**src/rtl/wb_stage_pkg.sv**
```systemverilog
// wb_stage_pkg: shared widths, load funct3 encodings and writeback FSM states
package wb_stage_pkg;
  localparam int XLEN = 64;
  localparam logic [2:0] F3_LB  = 3'b000;
  localparam logic [2:0] F3_LH  = 3'b001;
  localparam logic [2:0] F3_LW  = 3'b010;
  localparam logic [2:0] F3_LD  = 3'b011;
  localparam logic [2:0] F3_LBU = 3'b100;
  localparam logic [2:0] F3_LHU = 3'b101;
  localparam logic [2:0] F3_LWU = 3'b110;
  typedef enum logic [1:0] {
    S_IDLE    = 2'd0,
    S_WB      = 2'd1,
    S_LD_WAIT = 2'd2
  } wb_state_e;
endpackage

```
**src/rtl/wb_stage_load_align.sv**
```systemverilog
// load_align: shift doubleword load data by byte offset, then size and sign/zero extend per funct3
module load_align
  import wb_stage_pkg::*;
(
  input  logic [2:0]      offset,
  input  logic [2:0]      funct3,
  input  logic [XLEN-1:0] rdata,
  output logic [XLEN-1:0] data
);
  logic [XLEN-1:0] s;
  assign s = rdata >> {offset, 3'b000};
  always_comb begin
    data = funct3 == F3_LB  ? {{56{s[7]}}, s[7:0]} :
           funct3 == F3_LH  ? {{48{s[15]}}, s[15:0]} :
           funct3 == F3_LW  ? {{32{s[31]}}, s[31:0]} :
           funct3 == F3_LD  ? s :
           funct3 == F3_LBU ? {56'b0, s[7:0]} :
           funct3 == F3_LHU ? {48'b0, s[15:0]} :
           funct3 == F3_LWU ? {32'b0, s[31:0]} : '0;
  end
endmodule

```
**src/rtl/wb_stage.sv**
```systemverilog
// wb_stage: writeback stage holding one retiring entry, waiting on load responses and driving the register-file write port
module wb_stage
  import wb_stage_pkg::*;
(
  input  logic            clk,
  input  logic            rst_n,
  input  logic            in_valid,
  output logic            in_ready,
  input  logic [XLEN-1:0] in_pc,
  input  logic [4:0]      in_rd,
  input  logic            in_rd_we,
  input  logic [XLEN-1:0] in_result,
  input  logic            in_is_load,
  input  logic [2:0]      in_ld_funct3,
  input  logic            dmem_rvalid,
  input  logic [XLEN-1:0] dmem_rdata,
  output logic            rf_we,
  output logic [4:0]      rf_waddr,
  output logic [XLEN-1:0] rf_wdata,
  output logic            commit_valid,
  output logic [XLEN-1:0] commit_pc
);
  wb_state_e       state;
  logic            rd_we;
  logic [2:0]      offset;
  logic [2:0]      funct3;
  logic [XLEN-1:0] aligned;
  load_align u_align (.offset(offset), .funct3(funct3), .rdata(dmem_rdata), .data(aligned));
  assign in_ready = state != S_LD_WAIT;
  always_ff @(posedge clk) begin
    if (!rst_n) begin
      state        <= S_IDLE;
      rd_we        <= 1'b0;
      offset       <= '0;
      funct3       <= '0;
      rf_we        <= 1'b0;
      rf_waddr     <= '0;
      rf_wdata     <= '0;
      commit_valid <= 1'b0;
      commit_pc    <= '0;
    end else if (state == S_LD_WAIT) begin
      if (dmem_rvalid) begin
        state        <= S_WB;
        rf_wdata     <= aligned;
        rf_we        <= rd_we && rf_waddr != 5'd0;
        commit_valid <= 1'b1;
      end
    end else if (in_valid) begin
      state        <= in_is_load ? S_LD_WAIT : S_WB;
      rd_we        <= in_rd_we;
      offset       <= in_result[2:0];
      funct3       <= in_ld_funct3;
      rf_waddr     <= in_rd;
      rf_wdata     <= in_is_load ? rf_wdata : in_result;
      commit_pc    <= in_pc;
      rf_we        <= !in_is_load && in_rd_we && in_rd != 5'd0;
      commit_valid <= !in_is_load;
    end else begin
      state        <= S_IDLE;
      rf_we        <= 1'b0;
      commit_valid <= 1'b0;
    end
  end
endmodule
```
**config.mk**
```make
export PLATFORM = sky130hd
export DESIGN_NAME = wb_stage
export DESIGN_NICKNAME = d
export VERILOG_FILES = /design/src/rtl/wb_stage_pkg.sv /design/src/rtl/wb_stage_load_align.sv /design/src/rtl/wb_stage.sv
export SDC_FILE = /design/constraint.sdc
export NUM_CORES = 1
export LEC_CHECK = 0
export BUFFER_PORTS_ARGS = -buffer_cell sky130_fd_sc_hd__buf_2
export CORE_MARGIN = 5
export CORE_UTILIZATION = 50
export DETAILED_ROUTE_END_ITERATION = 7
export GPL_TIMING_DRIVEN = 0
export HOLD_SLACK_MARGIN = 0.03
export PLACE_DENSITY_LB_ADDON = 0.25
export SYNTH_ARGS = -nofsm -noshare
export SYNTH_HDL_FRONTEND = slang
export SYNTH_SLANG_ARGS = --single-unit
```
**constraint.sdc**
```tcl
create_clock -name clk -period 2.75 [get_ports clk]
set_input_delay 0.1375 -clock clk [delete_from_list [all_inputs] [get_ports clk]]
set_output_delay 0.1375 -clock clk [all_outputs]
set_load 0.005 [all_outputs]
```
Word-level counts from Yosys, hierarchy flattened
Cells that the tools add are included.
- flip-flop bits (word level): 144
- latch bits: 0
- RAM bits: 0
- memory bits (read-only): 0
- output and inout bits: 136
- logic and storage cells: 52
- memories kept: 0
- $add $sub $neg: 0
- multiply operators: 0
- div/mod/pow operators: 0
- magnitude comparators: 0
- eq/ne operators: 10
- shift-type cells: 1
- muxes and demuxes: 21
- bitwise logic cells: 1
- reduce and logical (&&, ||, !) cells: 10
- operator list (kind ; number):
    $mux 64 ; 10
    $shr 64x6->64 ; 1
    $mux 32 ; 1
    $reduce_bool 5->1 ; 2
    $eq 3x3->1 const B ; 3
    $mux 2 ; 4
    $eq 3x2->1 const B ; 2
    $mux 1 ; 6
    $ne 2x2->1 const B ; 2
    $eq 3x1->1 const B ; 1
    $logic_and 1x1->1 ; 3
    $logic_not 3->1 ; 1
    $reduce_and 3->1 ; 1
    $eq 2x2->1 const B ; 1
    $ne 2x1->1 const B ; 1
    $reduce_and 2->1 ; 1
    $reduce_bool 2->1 ; 1
    $logic_not 1->1 ; 1
    $not 1->1 ; 1

Longest topological paths before layout
- depth after elaboration: 10
- mapped depth: 9

Cells and area by module
A second synthesis with hierarchy kept.
- cell total of the unflattened synthesis: 988
- area total of the unflattened synthesis: 8109.0 um^2
- modules (own cells, without submodules) (module ; times used ; cells each ; area each (um^2) ; sequential area each (um^2)):
    wb_stage ; 1 ; 707 ; 5809.3 ; 2862.7
    load_align ; 1 ; 281 ; 2299.7 ; 0.0

Worst setup path before layout
OpenSTA, ideal clock, no wires.
- path type: register to register
- start: register offset[1]
- end: register rf_wdata[35]
- setup time: 0.121 ns
- arrival: 1.665 ns
- data required time: 2.629 ns
- setup slack: 0.964 ns
- cell stages (with the launch flop): 10
- path through: dfxtp_1 -> buf_6 -> mux2_2 -> o22ai_1 -> o31a_1 -> buf_6 -> and3_4 -> buf_6 -> buf_6 -> a21oi_2
- longest elaborated chain between the ends: 7
- RTL lines (what ; RTL line ; source):
    from (decl) ; wb_stage.sv:25 ; logic [2:0] offset;
    from (signal assigned) ; wb_stage.sv:51 ; offset <= in_result[2:0];
    $shr 64x6->64 * ; wb_stage_load_align.sv:11 ; assign s = rdata >> {offset, 3'b000};
    $mux 64 ; wb_stage_load_align.sv:16 ; funct3 == F3_LD ? s :
    $mux 64 ; wb_stage_load_align.sv:15 ; funct3 == F3_LW ? {{32{s[31]}}, s[31:0]} :
    $mux 64 ; wb_stage_load_align.sv:14 ; funct3 == F3_LH ? {{48{s[15]}}, s[15:0]} :
    $mux 64 * ; wb_stage_load_align.sv:13 ; data = funct3 == F3_LB ? {{56{s[7]}}, s[7:0]} :
    $mux 64 * ; wb_stage.sv:42 ; if (dmem_rvalid) begin
    $mux 64 * ; wb_stage.sv:41 ; end else if (state == S_LD_WAIT) begin
    to (signal assigned) ; wb_stage.sv:44 ; rf_wdata <= aligned;
    to (signal assigned) ; wb_stage.sv:54 ; rf_wdata <= in_is_load ? rf_wdata : in_result;
    to (decl) ; wb_stage.sv:19 ; output logic [XLEN-1:0] rf_wdata,
Mark *: on every way between the ends. The rest lies on a longest branch, timed or not. The select of a mux whose other input is x is not followed.
A chain may end at the register's enable or synchronous reset.

Final worst setup path
- start: register funct3[2]
- end: register rf_wdata[61]
- longest elaborated chain between the ends: 8
- elaborated cells between the ends (all ways): 12
- classes of those cells: eq/ne (4); mux (7); reduce/logical (1)
- RTL lines (what ; RTL line ; source):
    from (decl) ; wb_stage.sv:26 ; logic [2:0] funct3;
    from (signal assigned) ; wb_stage.sv:52 ; funct3 <= in_ld_funct3;
    $eq 3x3->1 ; wb_stage_load_align.sv:17 ; funct3 == F3_LBU ? {56'b0, s[7:0]} :
    $mux 64 ; wb_stage_load_align.sv:17 ;
    $mux 64 ; wb_stage_load_align.sv:16 ;
    $mux 64 ; wb_stage_load_align.sv:15 ;
    $mux 64 ; wb_stage_load_align.sv:14 ;
    $mux 64 * ; wb_stage_load_align.sv:13 ;
    $mux 64 * ; wb_stage.sv:42 ;
    $mux 64 * ; wb_stage.sv:41 ;
Marks and branches as above.

==> flow_summary.toml <==
[global_routing]
grt_use_total = 0.354
top_usage_layer = "met2"
grtUsageMet1 = 0.405
grt_pass1_wl_um = 50800
grt_use_met2 = 0.593
use_met3 = 0.0929
grt_pass1_vias = 9383
grt_max_degree = 17
antenna_found_initial = 4
grt.overflow.total = 0

[route]
wl_per_cell_um = 21.0
drt_wl_total_um = 33500
vias_per_cell = 5.86
ant_nets = 0
drt_first_pass_iters = 5
drc_errors = 0
drtIter0Drc = 702
vias = 9360

[synth]
avgSynthCellArea_um2 = 8.43
yosysTopAreaCell = "dfxtp_1"
synth_compound_area_frac = 0.262
synthMuxAreaShare = 0.141
netlist_area_um2 = 7850
synth_top_family_by_area = "compound AO/OA/AOI/OAI gates"
ys_ff_latch = 143
synthTopCellsByArea = "dfxtp_1, nand2_1, mux2i_1"
yosys.cell_count.top_type = "nand2_1"
yosysSeqAreaShare = 0.365
yosys-top-cells-count = "nand2_1, dfxtp_1, a21boi_0"
yosys.cell_types.count = 58
syn-instance-count = 931
synthFlopType = "dfxtp_1"
synth-simple-area-share = 0.175
synthXorXnorAreaFrac = 0
synth.net_count = 1137
synth_fa_ha_area_frac = 0
synth_edf_count = 0
synth_top_area_share = 0.365
synthArstFlopShare = 0
yosysWarnings = 0

[clock_tree]
cts_sinks = 143
insertion_delay_ns = 0.43
cts_tree = "built"
clock-root-buffer = "clkbuf_16"
cts_setup_buffers = 0
numCtsBuffers = 17
h-tree-depth = 4
cts_buffer_depth = 2
clk_pin_slew_worst_paths_ns = 0.06

[layout]
finish.utilization = 0.730
fin_cells = 1598
multi_input_area_um2 = 4540
drive_gt1_frac = 0.331
register_area_um2 = 2860
syn2layout_area_growth_pct = 42.5
fill_cells = 1171
layout.nets = 1576
fin_area_um2 = 11200

[timing]
slew_headroom = 0.0515
fin_tns_setup_ns = 0
clock_skew_ns = 0.00754
final-hold-violation-count = 0
rsz0062_at_grt = "false"
fin_crit_sh = 0.951
drv_slew = 0
tightestPinTransition_ns = 1.41
period_needed_ns = 2.62
finalSetupViolCount = 0
timing.hold.ws_ns = 0.0513
fmax_mhz = 382

[die]
die_height_um = 135
start_util = 0.512
num_rows = 45
coreArea_um2 = 15300
design.die.area_um2 = 18300
die_w_um = 135
io_pins = 342

[placed_design]
dp_cells = 1482
place_area_um2 = 9810
place.gp.congestion = 0.969
io_buffers = 340
hpwlAfterDp_um = 23800

[power_and_ir_drop]
p_leak_nw = 4.93
powerDensity_nw_per_um2 = 525
vdd_ir_drop_max_mv = 0.450

[critical_path]
path_max_fanout = 9
cp.arrival_ns = 2.98
critPathRequiredTime_ns = 3.12
startpoint_type = "register"
cp-end-kind = "register"
critical_path_class = "reg -> reg"

[run_status]
status = "completed"

[min_path]
hold_path.class = "in -> reg"

[flow_run]
drv_cap = 0
## power by group
group	leakage (nW)	switching, mW	internal, mW
logic	3.50	0.742	0.615
registers	1.18	0.0897	2.22
clock network	0.254	0.990	1.22
## critical path, stage by stage (launching register included)
cell	delay [ns]
dfxtp_1	0.29
clkbuf_1	0.18
nor3_1	1.15
and2_1	0.24
buf_1	0.35
a22oi_1	0.16
a21oi_2	0.16
## registers in the layout, indices dropped and copies added, names as in the netlist
name	count
rf_we	1
offset	3
rf_waddr	5
funct3	3
state	2
rd_we	1
rf_wdata	64
commit_pc	64
## final cells by class
class	instances	share of cell area
plain buffers	86	0.0381
clock buffers	20	0.0409
diodes	4	0.000895
clock inverters	12	0.00895
repair buffers	420	0.224
flip-flops and latches	143	0.256
multi-input cells	697	0.406
well taps	211	0.0236
inverters	5	0.00168
## per-stage QoR
step / power [mW] / worst slack (ns)
after detailed placement: 3.56 / 0.344
after CTS: 5.82 / 0.227
final: 5.87 / 0.134
after global routing: 6.08 / 0.0136
after floorplan: 3.01 / 0.964
after global placement: 3.54 / 0.355
## placed cells by master (no fill, tap or decap), types with 4 or more instances in the layout
master	synthesis	final
o211ai_1	29	29
clkinvlp_4	0	6
clkbuf_1	42	43
a21oi_1	29	29
mux2i_1	65	65
a311oi_1	4	4
nor2b_1	5	5
diode_2	0	4
nand2b_1	12	12
clkbuf_16	0	17
o311a_1	9	9
nor2_1	37	37
o21ai_0	59	59
o22ai_1	6	6
o211a_1	9	9
buf_1	13	13
nand2_1	208	208
buf_4	4	4
or2_2	4	4
buf_6	7	7
buf_2	19	359
mux4_2	14	14
or3_1	28	28
a22oi_1	23	23
mux2_2	10	10
a32o_1	8	8
dlygate4sd3_1	0	80
dfxtp_1	143	143
nand3_1	8	8
inv_6	0	4
a21oi_2	20	20
a21boi_0	76	76
## worst paths after layout
check	slack (ns)	end	cells past startpoint	startpoint
worst max-delay path	0.13	rf_wdata[61]	6	funct3[2]
worst min-delay path	0.05	state[1]	3	in_is_load
worst max register to register	0.13	rf_wdata[61]	6	funct3[2]
worst min register to register	0.46	commit_pc[4]	2	commit_pc[4]
## cell families after synthesis
kind of cell           after synthesis
AO/OA/AOI/OAI                      290
buffers and inverters               91
flip-flops                         143
multiplexers                        91
AND/OR/NAND/NOR                    316
## timing repair
item,in CTS,in global routing
hold buffers,80,0
hold endpoints to repair,83,0
resized for setup,0,0
## layer usage
layer,vias up,routed length [µm]
met5,-,0
met4,0,2110
met3,152,3380
met2,651,15800
met1,4338,12100
li1,4219,-
Power figures use the tool's default switching activity.
